[src/rtl/uart_pkg.sv]
// Shared UART definitions: baud select encoding, baud rate table, bit-period helper
// and the auto-baud FSM state type.
package uart_pkg;

    typedef enum logic [2:0] {
        BAUD_4800,
        BAUD_9600,
        BAUD_14400,
        BAUD_19200,
        BAUD_38400,
        BAUD_57600,
        BAUD_115200,
        BAUD_230400
    } baud_sel_t;

    localparam int unsigned BAUD_RATE [8] = '{
        4800, 9600, 14400, 19200, 38400, 57600, 115200, 230400
    };

    typedef enum logic [2:0] {
        StIdle,
        StWaitFall,
        StMeasure,
        StEval,
        StApply,
        StError
    } autobaud_state_t;

    function automatic int unsigned bit_period(input int unsigned sys_freq,
                                               input baud_sel_t   sel);
        return sys_freq / BAUD_RATE[int'(sel)];
    endfunction

endpackage

[src/rtl/uart_line_sync.sv]
// RX pin synchronizer with falling-edge pulse output. Defining AUTOBAUD_GLITCH_FILTER_EN
// inserts a 3-sample run filter (2 extra cycles of edge latency, rejects pulses <= 2 cycles).
module uart_line_sync (
    input  logic clk,
    input  logic reset_n,
    input  logic i_rxd,
    output logic o_fall
);

    logic r_meta;
    logic r_sync;
    logic r_prev;

    // Idle line is high; resetting to 1 avoids a spurious edge after reset.
    always_ff @(posedge clk or negedge reset_n) begin
        if (!reset_n) begin
            r_meta <= 1'b1;
            r_sync <= 1'b1;
            r_prev <= 1'b1;
        end else begin
            r_meta <= i_rxd;
            r_sync <= r_meta;
            r_prev <= r_sync;
        end
    end

`ifdef AUTOBAUD_GLITCH_FILTER_EN
    logic r_hist;
    logic r_filt;
    logic w_filt_next;

    always_comb begin
        w_filt_next = r_filt;
        if ((r_sync == r_prev) && (r_prev == r_hist)) begin
            w_filt_next = r_sync;
        end
    end

    always_ff @(posedge clk or negedge reset_n) begin
        if (!reset_n) begin
            r_hist <= 1'b1;
            r_filt <= 1'b1;
        end else begin
            r_hist <= r_prev;
            r_filt <= w_filt_next;
        end
    end

    assign o_fall = r_filt & ~w_filt_next;
`else
    assign o_fall = r_prev & ~r_sync;
`endif

endmodule

[src/rtl/uart_autobaud_ctrl.sv]
// Baud select controller: manual select or auto-baud measurement of a 0x55 sync frame,
// applied only while TX and RX are idle. Optional macro: AUTOBAUD_GLITCH_FILTER_EN.
module uart_autobaud_ctrl
    import uart_pkg::*;
#(
    parameter int unsigned SYSTEM_FREQUENCY = 100000000,
    parameter int unsigned SYNC_FALLS       = 5
) (
    input  logic       clk,
    input  logic       reset_n,
    input  logic       rxd_i,
    input  logic       auto_en_i,
    input  logic       start_i,
    input  logic [2:0] manual_sl_i,
    input  logic       tx_busy_i,
    input  logic       rx_busy_i,
    output logic [2:0] baud_sl_o,
    output logic       locked_o,
    output logic       err_o,
    output logic       busy_o
);

    localparam int unsigned P0 = bit_period(SYSTEM_FREQUENCY, BAUD_4800);
    localparam int unsigned P1 = bit_period(SYSTEM_FREQUENCY, BAUD_9600);
    localparam int unsigned P2 = bit_period(SYSTEM_FREQUENCY, BAUD_14400);
    localparam int unsigned P3 = bit_period(SYSTEM_FREQUENCY, BAUD_19200);
    localparam int unsigned P4 = bit_period(SYSTEM_FREQUENCY, BAUD_38400);
    localparam int unsigned P5 = bit_period(SYSTEM_FREQUENCY, BAUD_57600);
    localparam int unsigned P6 = bit_period(SYSTEM_FREQUENCY, BAUD_115200);
    localparam int unsigned P7 = bit_period(SYSTEM_FREQUENCY, BAUD_230400);

    localparam int unsigned SPAN_LIMIT = 16 * P0;
    localparam int unsigned M_MAX      = 2 * P0;
    localparam int unsigned M_MIN      = P7 / 2;
    localparam int unsigned MID [7]    = '{
        (P0 + P1) / 2, (P1 + P2) / 2, (P2 + P3) / 2, (P3 + P4) / 2,
        (P4 + P5) / 2, (P5 + P6) / 2, (P6 + P7) / 2
    };

    autobaud_state_t r_state;
    baud_sel_t       r_baud_sl;
    baud_sel_t       r_pend_sl;
    logic [31:0]     r_span;
    logic [7:0]      r_fall_cnt;
    logic            r_locked;
    logic            r_err;

    logic            w_fall;
    logic [31:0]     w_m;
    logic            w_range_err;
    baud_sel_t       w_sel;

    uart_line_sync u_line_sync (
        .clk     (clk),
        .reset_n (reset_n),
        .i_rxd   (rxd_i),
        .o_fall  (w_fall)
    );

    // First-to-last fall span covers 8 bit times, so M is one bit period.
    always_comb begin
        w_m         = {3'b000, r_span[31:3]};
        w_range_err = (w_m > M_MAX) || (w_m < M_MIN);
        w_sel       = BAUD_230400;
        for (int i = 6; i >= 0; i--) begin
            if (w_m > MID[i]) begin
                w_sel = baud_sel_t'(3'(i));
            end
        end
    end

    always_ff @(posedge clk or negedge reset_n) begin
        if (!reset_n) begin
            r_state    <= StIdle;
            r_baud_sl  <= BAUD_115200;
            r_pend_sl  <= BAUD_4800;
            r_span     <= '0;
            r_fall_cnt <= '0;
            r_locked   <= 1'b0;
            r_err      <= 1'b0;
        end else if ((r_state != StIdle) && !auto_en_i) begin
            r_state  <= StIdle;
            r_locked <= 1'b0;
            r_err    <= 1'b0;
        end else begin
            case (r_state)
                StIdle: begin
                    if (auto_en_i) begin
                        if (start_i) begin
                            r_err    <= 1'b0;
                            r_locked <= 1'b0;
                            r_state  <= StWaitFall;
                        end
                    end else if ((manual_sl_i != r_baud_sl) && !tx_busy_i && !rx_busy_i) begin
                        r_baud_sl <= baud_sel_t'(manual_sl_i);
                        r_locked  <= 1'b0;
                    end
                end
                StWaitFall: begin
                    if (w_fall) begin
                        r_span     <= '0;
                        r_fall_cnt <= 8'd1;
                        r_state    <= StMeasure;
                    end
                end
                StMeasure: begin
                    if (r_span != '1) begin
                        r_span <= r_span + 32'd1;
                    end
                    if (r_span > SPAN_LIMIT) begin
                        r_state <= StError;
                    end else if (w_fall) begin
                        r_fall_cnt <= r_fall_cnt + 8'd1;
                        if ((r_fall_cnt + 8'd1) == 8'(SYNC_FALLS)) begin
                            r_state <= StEval;
                        end
                    end
                end
                StEval: begin
                    if (w_range_err) begin
                        r_state <= StError;
                    end else begin
                        r_pend_sl <= w_sel;
                        r_state   <= StApply;
                    end
                end
                StApply: begin
                    if (!tx_busy_i && !rx_busy_i) begin
                        r_baud_sl <= r_pend_sl;
                        r_locked  <= 1'b1;
                        r_state   <= StIdle;
                    end
                end
                StError: begin
                    r_err   <= 1'b1;
                    r_state <= StIdle;
                end
                default: r_state <= StIdle;
            endcase
        end
    end

    assign baud_sl_o = r_baud_sl;
    assign locked_o  = r_locked;
    assign err_o     = r_err;
    assign busy_o    = (r_state != StIdle);

endmodule

[config.mk]
export PLATFORM = sky130hd
export DESIGN_NAME = uart_autobaud_ctrl
export DESIGN_NICKNAME = d
export VERILOG_FILES = /design/src/rtl/uart_pkg.sv /design/src/rtl/uart_line_sync.sv /design/src/rtl/uart_autobaud_ctrl.sv
export SDC_FILE = /design/constraint.sdc
export NUM_CORES = 1
export LEC_CHECK = 0
export ABC_AREA = 1
export CELL_PAD_IN_SITES_DETAIL_PLACEMENT = 1
export CELL_PAD_IN_SITES_GLOBAL_PLACEMENT = 1
export CORE_AREA = 2 2 135 137
export CTS_BUF_LIST = sky130_fd_sc_hd__clkbuf_4 sky130_fd_sc_hd__clkbuf_8 sky130_fd_sc_hd__clkbuf_16
export DETAILED_ROUTE_END_ITERATION = 7
export DIE_AREA = 0 0 137 139
export GPL_ROUTABILITY_DRIVEN = 0
export PLACE_DENSITY_LB_ADDON = 0.2
export SYNTH_ARGS = -nofsm -noshare
export SYNTH_HDL_FRONTEND = slang
export SYNTH_HIERARCHICAL = 1
export SYNTH_SLANG_ARGS = --single-unit
[constraint.sdc]
create_clock -name clk -period 3.5 [get_ports clk]
set_clock_uncertainty 0.1 [all_clocks]
set_input_delay 0.35 -clock clk [delete_from_list [all_inputs] [get_ports clk]]
set_output_delay 0.35 -clock clk [all_outputs]
set_load 0.005 [all_outputs]
======== Word level (Yosys, flattened, before mapping) ========
Cells that the tools add are included.
Widths: inputs -> output; s select.
cells by class
  $add $sub $neg .......................... 2
  muxes and demuxes ....................... 37
  bitwise logic cells ..................... 4
  $lt $le $gt $ge ......................... 10
  eq/ne operators ......................... 23
  reductions and logical operators ........ 21
operators by type and width
  operator               number
  $mux 32                2
  $pmux 32 s2            1
  $gt 29x12->1 const B   2
  $gt 29x14->1 const B   2
  $mux 3                 16
  $add 32x1->32 const B  1
  $gt 32x19->1 const B   1
  $ne 32x32->1 const B   1
  $gt 29x10->1 const B   1
  $gt 29x11->1 const B   1
  $gt 29x13->1 const B   1
  $gt 29x16->1 const B   1
  $lt 29x8->1 const B    1
  $mux 8                 3
  $pmux 8 s2             1
  $pmux 3 s5             1
  $ne 4x4->1 const B     3
  $ne 2x2->1 const B     5
  $reduce_and 5->1       2
  $mux 1                 9
  $ne 3x3->1 const B     3
  $reduce_bool 3->1      3
  $add 8x1->8 const B    1
  $eq 8x3->1 const B     1
  other kinds (20)       34
storage, ports and cells
  output and inout bits ................... 6
  bits of input ports ..................... 10
  register bits ........................... 54

======== Depth between registers and ports, before layout ========
  depth in word-level cells ............... 8
  gate-level depth with buffers ........... 16

======== Hierarchy ========
The synthesis kept the hierarchy.
by module, submodules not included
  module              area each (um^2)  times used  seq. area each (um^2)  cells an instance
  uart_autobaud_ctrl  4236.6            1           1278.7                 666
  uart_line_sync      88.8              1           78.8                   5

======== Worst setup path before layout ========
Ideal clock, no wire load.
  kind .................................... reg2reg
  from .................................... reg r_span[0]
  to ...................................... reg r_span[17]
  clock period less this slack ............ 1.829 ns
  stages on the path, launching flop included .. 13
  arrival time ............................ 1.652 ns
  setup time .............................. 0.076 ns
  path slack .............................. 1.671 ns
  path through ............................ dfrtp_1 > ha_1 > nand3_2 > inv_1 > nand2_1 > nor2_2 > nand3_1 > nand2_2 > a21oi_4 > buf_6 > buf_6 > nand2_1 > o21ai_1
on the way
  longest elaborated chain between the ends .. 3
RTL lines
  what                                                    line                                                  text
  from (decl)                                             uart_autobaud_ctrl.sv:43                              logic [31:0] r_span;
  from (signal assigned)                                  uart_autobaud_ctrl.sv:108                             r_span <= r_span + 32'd1;
  $add 32x1->32 / $ne 32x32->1 (equally long branches)    uart_autobaud_ctrl.sv:108, uart_autobaud_ctrl.sv:107
  $mux 32 / $ne 2x2->1 (equally long branches)            --
  $pmux 32 s2 / $reduce_and 4->1 (equally long branches)  --
Several ways; a longest one is shown, not always the timed one. The select of a mux whose other input is x is not followed.
A chain may end at the register's enable or synchronous reset.

======== Final worst setup path ========
  from .................................... reg r_span[0]
  to ...................................... reg r_span[1]
Same word-level chain as after synthesis.

==> flow_summary_export.csv <==
group,metric,value,unit
job,drv_cap,0,
clock_network,clockRootBuffer,"clkbuf_16",
sta,fin_crit_sh,0.6699,
worst_setup_path,worstSetupStartpointType,"flop",
sta,whs,0.1170,ns
power,power_density,432.6,nW/um^2
sta,period_needed,2.345,ns
sta,hold_viol,0,
drt,routed_wl,14.63,mm
worst_setup_path,cp_cell_sequence,"ha_1 > nand3_2 > inv_1 > nand2_1 > nor2_2 > nand3_1 > nand2_2 > a21oi_4 > buf_4 > nand3_1 > o21ai_2",
worst_setup_path,critPathArrivalTime,2.49,ns
drt,drt_pass1_iterations,4,
floorplanning,initial_core_util,0.2450,
worst_setup_path,cp_top_family,"simple AND/OR/NAND/NOR gates",
worst_hold_path,hp-class,"input pin to asynchronous set/reset pin",
power,leakagePower,2.075,nW
sta,tightest_slew,1.060,ns
worst_setup_path,slowest_delay,0.41,ns
worst_setup_path,worst_path_most_repeated_cell,"nand3_1",
worst_setup_path,worst-path-buf-inv,2,
cells_and_area,register_area,1358,sq um
sta,slew_headroom,0.2932,
worst_setup_path,critPathKind,"flop to flop",
floorplanning,io_pins,16,
drt,drtAntennaViolNets,0,
synth,synth.distinct_cells,43,
global_routing,grt_pass1_wl,23.76,mm
cells_and_area,drive_above_1_share,0.1053,
drt,post_drt_wl_per_cell,16.21,um
sta,fmax,426.5,MHz
synth,synth_seq_area_share,0.3139,
synth,syn_area_per_cell,6.446,sq um
sta,rsz0062_at_grt,"no",
global_routing,grt_pass1_vias,4401,
floorplanning,dieHeight,139,um
clock_network,cts.sinks,54,
floorplanning,dieArea,19040,sq um
clock_network,cts_hold_buf,0,
cells_and_area,multiInputGateArea,2556,sq um
sta,slew_violations,0,
clock_network,worstSkewPairLatency,0.31,ns
outcome,outcome,"completed",
floorplanning,rows,49,
worst_setup_path,cp_max_fo,16,
global_routing,grt_max_degree,44,
floorplanning,die_w,137,um
synth,syn-num-nets,685,
clock_network,numCtsBuffers,5,
clock_network,cts_tree,"built",
cells_and_area,fillers,2252,
drt,route.vias.total,4297,
worst_setup_path,critical_path.endpoint_type,"flop",
synth,synthesis.area,4325,sq um
global_routing,overflow,0,
placed_design,hpwl,11.67,mm
clock_network,cts_max_level,2,
drt,drc,0,
global_routing,grtUsageTotal,0.1606,
placed_design,io_buffers,15,
cells_and_area,diodes,0,
floorplanning,core,17660,sq um
drt,vias_per_cell,4.759,
synth,syn_inst,671,
worst_setup_path,cpMaxStageDelayCell,"a21oi_4",
clock_network,ctsLongestPathBuffers,2,
synth,ys_ff_latch,54,
global_routing,antenna_found_initial,0,
clock_network,postCtsSetupRepairBufs,0,
synth,yosysWarningCount,6,
clock_network,ctsResizeCount,0,
sta,finalSetupTns,0,ns
clock_network,clkTransAtPathRegs,0.08,ns
cells_and_area,area_delta_synth_final,10.82,%
power,peakVddDrop,0.0001978,V
sta,finalSetupViolations,0,
drt,detail_route.iter0.violations,144,
worst_setup_path,required,3.64,ns
cells_and_area,layout.nets,687,
-- power by group --
group / switching (mW) / total [mW] / internal [mW] / leakage [nW]
Clock: 0.260 / 0.548 / 0.289 / 0.0770
Combinational: 0.527 / 0.759 / 0.231 / 1.27
Sequential: 0.0641 / 0.767 / 0.703 / 0.727
Total: 0.851 / 2.07 / 1.22 / 2.07
-- metrics by stage --
| step | util | area (sq um) | setup slack (ns) | total power [mW] | instances |
|---|---|---|---|---|---|
| after detailed placement | 0.2626 | 4637 | 1.108 | 1.555 | 895 |
| final | 0.2715 | 4793 | 1.155 | 2.074 | 903 |
| after CTS | 0.2715 | 4793 | 1.094 | 2.120 | 903 |
| after global routing | 0.2715 | 4793 | 0.9274 | 2.230 | 903 |
| after floorplan | - | 4325 | 1.671 | 1.352 | 671 |
| after global placement | 0.2626 | 4637 | 1.135 | 1.529 | 895 |
-- registers in the layout, indices dropped and copies added (netlist names) --
name                cells
r_state                 3
r_fall_cnt              8
r_span                 32
baud_sl_o               3
u_line_sync/r_meta      1
locked_o                1
u_line_sync/r_sync      1
r_pend_sl               3
err_o                   1
u_line_sync/r_prev      1
-- worst register-to-register path, delay by kind of cell, from the launching register on --
kind | cells | cell delay [ns]
simple gates | 6 | 0.66
compound gates | 2 | 0.48
buf+inv | 2 | 0.38
fa+ha+maj | 1 | 0.26
flops | 1 | 0.40
-- kinds of logic (layout without fill, tap and decap cells) --
kind of cell / Yosys count / in the layout / synth area share
AOI/OAI and AO/OA: 75 / 75 / 0.1056
buffers and inverters: 94 / 97 / 0.09661
and+or+nand+nor: 424 / 424 / 0.4319
xor gates and xnor gates: 20 / 20 / 0.04050
adders and majority gates: 4 / 4 / 0.01157
DFF: 54 / 54 / 0.3139
-- metal layers --
layer	GRT usage	part of all wire	vias to the layer above
met5	0	0	-
met4	0.05263	0.022	0
met3	0.02156	0.028	20
met2	0.2621	0.47	59
met1	0.2176	0.48	2052
li1	-	-	2166
-- placed cells by master (no fill, tap or decap), drive strengths merged, types with 4 or more instances in the layout --
master,instances
nand2,213
nor2,97
inv,71
nand3,62
o21ai,57
dfrtp,49
nor3,24
xor2,16
nand4,14
clkdlybuf4s50,14
a21oi,12
nor4,6
clkbuf,6
dfstp,5
xnor2,4
ha,4
or2,4
buf,4
-- synthesized netlist by cell type, drive strengths merged --
| cell | count | share of area |
|---|---|---|
| or2 | 4 | 0.0058 |
| a211oi | 1 | 0.0029 |
| nand3 | 62 | 0.076 |
| clkbuf | 4 | 0.0038 |
| nor4 | 6 | 0.0087 |
| nand2 | 213 | 0.19 |
| nor2 | 97 | 0.093 |
| a21oi | 12 | 0.016 |
| o211ai | 1 | 0.0017 |
| dfstp | 5 | 0.030 |
| nand3b | 2 | 0.0035 |
| and2 | 1 | 0.0014 |
| nor3b | 1 | 0.0017 |
| nor3 | 24 | 0.032 |
| buf | 19 | 0.031 |
| a31oi | 1 | 0.0014 |
| inv | 71 | 0.062 |
| xnor2 | 4 | 0.0081 |
| dfrtp | 49 | 0.28 |
| xor2 | 16 | 0.032 |
| o31ai | 2 | 0.0035 |
| o22ai | 1 | 0.0014 |
| nand4 | 14 | 0.020 |
| o21ai | 57 | 0.078 |
| ha | 4 | 0.012 |
-- layout make-up --
type                            count  share of cell area
Timing Repair Buffer               18             0.03498
Sequential cell                    54              0.2832
Inverter                           71             0.05612
Clock inverter                      2            0.003654
Multi-Input combinational cell    523              0.5333
Clock buffer                        6             0.02897
Tap cell                          229             0.05978
-- final timing paths --
path                               startpoint                  to  slack [ns]  cells after the start
setup / recovery                    r_span[0]           r_span[1]        1.16                     11
hold / removal                        reset_n       r_fall_cnt[3]        0.12                      1
setup reg to reg                    r_span[0]           r_span[1]        1.16                     11
hold reg to reg            u_line_sync/r_meta  u_line_sync/r_sync        0.26                      0
max in group asynchronous             reset_n        baud_sl_o[1]        2.34                      2
min in group clk           u_line_sync/r_meta  u_line_sync/r_sync        0.26                      0
(Power assumes the default switching activity.)
